--- config.mk ---
export PLATFORM = sky130hd
export DESIGN_NAME = load_instruction_type
export DESIGN_NICKNAME = d
export VERILOG_FILES = /design/src/rtl/load_instruction_type.sv
export SDC_FILE = /design/constraint.sdc
export NUM_CORES = 1
export LEC_CHECK = 0
export CAP_MARGIN = 10
export CORE_MARGIN = 2
export CORE_UTILIZATION = 36
export DETAILED_ROUTE_END_ITERATION = 6
export PLACE_DENSITY = 0.79
export SYNTH_ARGS = -nofsm -noshare
export SYNTH_HDL_FRONTEND = slang
export SYNTH_SLANG_ARGS = --single-unit
export TNS_END_PERCENT = 50
--- constraint.sdc ---
create_clock -name i_clk -period 1.2 [get_ports i_clk]
set_input_delay 0.36 -clock i_clk [delete_from_list [all_inputs] [get_ports i_clk]]
set_output_delay 0.36 -clock i_clk [all_outputs]
set_load 0.01 [all_outputs]
--- src/rtl/load_instruction_type.sv ---
// rtl/load_instruction_type.sv - MEM-stage load formatter: byte/half/word with sign or zero extension, registered
module load_instruction_type #(
  parameter int DATA_W = 32,
  parameter int TYPE_W = 3
) (
  input  logic              i_clk,
  input  logic              i_reset,
  input  logic [TYPE_W-1:0] is_load_store_type,
  input  logic [DATA_W-1:0] i_mem_data,
  output logic [DATA_W-1:0] o_load
);

  localparam logic [TYPE_W-1:0] LD_B  = TYPE_W'(3'b000);
  localparam logic [TYPE_W-1:0] LD_H  = TYPE_W'(3'b001);
  localparam logic [TYPE_W-1:0] LD_BU = TYPE_W'(3'b100);
  localparam logic [TYPE_W-1:0] LD_HU = TYPE_W'(3'b101);

  logic [DATA_W-1:0] load_next;

  // Word, word-unsigned and the unused codes all pass the raw word through.
  always_comb begin
    load_next = i_mem_data;
    case (is_load_store_type)
      LD_B:    load_next = {{(DATA_W-8){i_mem_data[7]}}, i_mem_data[7:0]};
      LD_H:    load_next = {{(DATA_W-16){i_mem_data[15]}}, i_mem_data[15:0]};
      LD_BU:   load_next = {{(DATA_W-8){1'b0}}, i_mem_data[7:0]};
      LD_HU:   load_next = {{(DATA_W-16){1'b0}}, i_mem_data[15:0]};
      default: load_next = i_mem_data;
    endcase
  end

  always_ff @(posedge i_clk or posedge i_reset) begin
    if (i_reset) o_load <= '0;
    else         o_load <= load_next;
  end

endmodule

==> out/metrics.cfg, run 1 <==
[floorplan]
die_area_um2 = 3530
die_w_um = 59.4
die_h_um = 59.4
io-pin-count = 69
core_area_um2 = 2980
start_util_pct = 37.1
rows = 20

[power]
p_leak_uw = 0.000885
ir_drop_mv = 0.711
power_uw = 2360
power.density_nw_per_um2 = 1300

[worst_setup_path]
cp-start-kind = flip-flop
critPathRequiredTime_ns = 0.84
cp_data_arrival_time_ns = 0.85
path_depth = 1
cp-end-kind = output port
crit_chain = buf_6
critical_path.max_stage_delay_ns = 0.40
critPathKind = reg -> out
worst-path-buf-inv = 1
path_max_fanout = 1
setup.worst_path.start = o_load[28]$_DFF_PP0_
setup.worst_path.end = o_load[28]
cp_top_family = flip-flops
slowest_stage = dfrtp_1

[outcome]
violations = setup timing
status = finished with violations

[synthesis]
synth_top_area_share_pct = 72.4
synth_area_um2 = 1110
yosysUniqueCellTypes = 11
yosys.area.top_type = dfrtp_1
syn-num-nets = 129
ys_seq_elements = 32
synthTopCellsByArea = dfrtp_1 (72%), o21ai_0 (11%), nand2_1 (8.1%), buf_6 (2.0%), mux2i_4 (2.0%)
syn_inst = 92
avgSynthCellArea_um2 = 12.0
ys_seq_area_share_pct = 72.4
yosys_warnings = 0

[detailed_routing]
vias = 934
dr.first_iter.drc_count = 10
drt_pre_antenna_iters = 4
ant_nets = 0
route.detailed.drc = 0
drt_wl_total_um = 2680
avgRoutedWirePerCell_um = 13.4
viasPerCell = 4.67

[run]
cap_violations = 0

[clock_network]
post_cts.repair.setup_buffers = 0
clockRootBuffer = clkbuf_4
htreeDepth = 2
cts.reportedPaths.clkPinSlew_ns = 0.10
cts_hold_buf = 0
cts_tree = done
cts_sinks = 32
cts_buffers = 5
clock_path_buffers = 2

[finish]
largest_reg_flops = 32
finalNetCount = 203
top_regs = o_load x32
n_antenna_cell = 0
stdcell_count = 200
postLayoutCoreUtil_pct = 60.9
drive_above_1_share_pct = 29.9
top_register = o_load
syn_to_final_growth_pct = 63.9

[sta]
rsz0062_at_grt = yes
relSlewSlack_pct = 83.2
setup_slack_ns = -0.0115
whs_ns = 0.345
max_freq_ghz = 0.825
finalSetupViolCount = 3
layout_min_cycle_time_ns = 1.21
hold_viol = 0
slew_viol_final = 0
worstMarginPinSlew_ns = 0.252
period_share_pct = 101

[placed_design]
place.port_buffers = 68
hpwl_um = 2020
dp.cells = 192
routabilityCongestion = 0.694

[grt]
grt_start_max_net_pins = 21
grtUsageTotal_pct = 17.3
grt_pass1_vias = 912
antenna_found_initial = 0
grt_pass1_wl_um = 4290
grt_overflow = 0

[min_path]
hp-class = in -> async

cells in the mapped netlist, drive strengths merged:
cell and n:
mux2i 1, inv 1, or2 1, dfrtp 32, or4b 1, buf 4, clkbuf 4, nand2 24
o21ai 24
stage by stage:
stage          cell area [um^2]  setup slack (ns)  TNS [ns]
3_3_place_gp               1840            -0.368     -8.65
3_5_place_dp               1840            -0.411     -9.37
2_1_floorplan              1110           -0.0400    -0.317
4_1_cts                    1780           -0.0281    -0.195
6_report                   1810           -0.0115   -0.0249
5_1_grt                    1810           -0.0616     -1.21
cells by family (layout without fill, tap and decap cells):
group                  after synthesis  after routing  synth area share [%]
DFF                                 32             32                  72.4
and+or+nand+nor                     26             26                  9.96
AOI/OAI and AO/OA                   24             24                  10.9
buffers and inverters                9             84                  4.75
muxes                                1              1                  2.04
routing by layer:
metal  vias up  track usage (%)  wire length [um]
met3         6             6.77               270
met1       431             17.9               972
met5         -                0                 0
li1        447                -                 -
met4         0             8.77                51
met2        50             30.1              1380
power by group:
part           switching, uW  total [uW]  internal, uW
registers               23.8        1180          1150
clock network            346         783           436
logic                    171         398           227
total                    542        2360          1820
cell type report:
type	instances	area, um^2
Timing Repair Buffer	75	633
Clock buffer	6	41.3
Clock inverter	2	35.0
Multi-Input combinational cell	51	258
Tap cell	33	41.3
Fill cell	257	1160
Inverter	1	3.75
Sequential cell	32	801
repair_timing:
action | in CTS | in global routing
setup endpoints to repair | 56 | 37
pin swaps | 1 | 1
resized for setup | 135 | 5
placed cells by master (no fill, tap or decap), types with 2 or more instances in the layout:
master           count
buf_2               24
buf_4                6
buf_6                8
clkbuf_4             5
clkdlybuf4s50_1     34
dfrtp_1             32
dlygate4sd2_1        2
nand2_1             23
o21ai_0             24
worst min-delay path by stage:
stage / start / to / slack [ns] / depth (start not counted)
after floorplan: i_mem_data[0] / o_load[0]$_DFF_PP0_ / 0.39 / 0
after detailed placement: i_reset / o_load[25]$_DFF_PP0_ / 0.70 / 3
final: i_reset / o_load[17]$_DFF_PP0_ / 0.34 / 3
after CTS: i_reset / o_load[17]$_DFF_PP0_ / 0.34 / 3
after global routing: i_reset / o_load[17]$_DFF_PP0_ / 0.36 / 3
after global placement: i_reset / o_load[18]$_DFF_PP0_ / 0.69 / 3
Power figures use the tool's default switching activity.
==> run 2: changes to the inputs <==
--- a/config.mk
+++ b/config.mk
@@ -5,7 +5,7 @@
 export SDC_FILE = /design/constraint.sdc
 export NUM_CORES = 1
 export LEC_CHECK = 0
-export CAP_MARGIN = 10
+export CAP_MARGIN = 20
 export CORE_MARGIN = 2
 export CORE_UTILIZATION = 36
 export DETAILED_ROUTE_END_ITERATION = 6
==> results of run 2 <==
Final layout, timing and power as in run 1 (identical DEF).
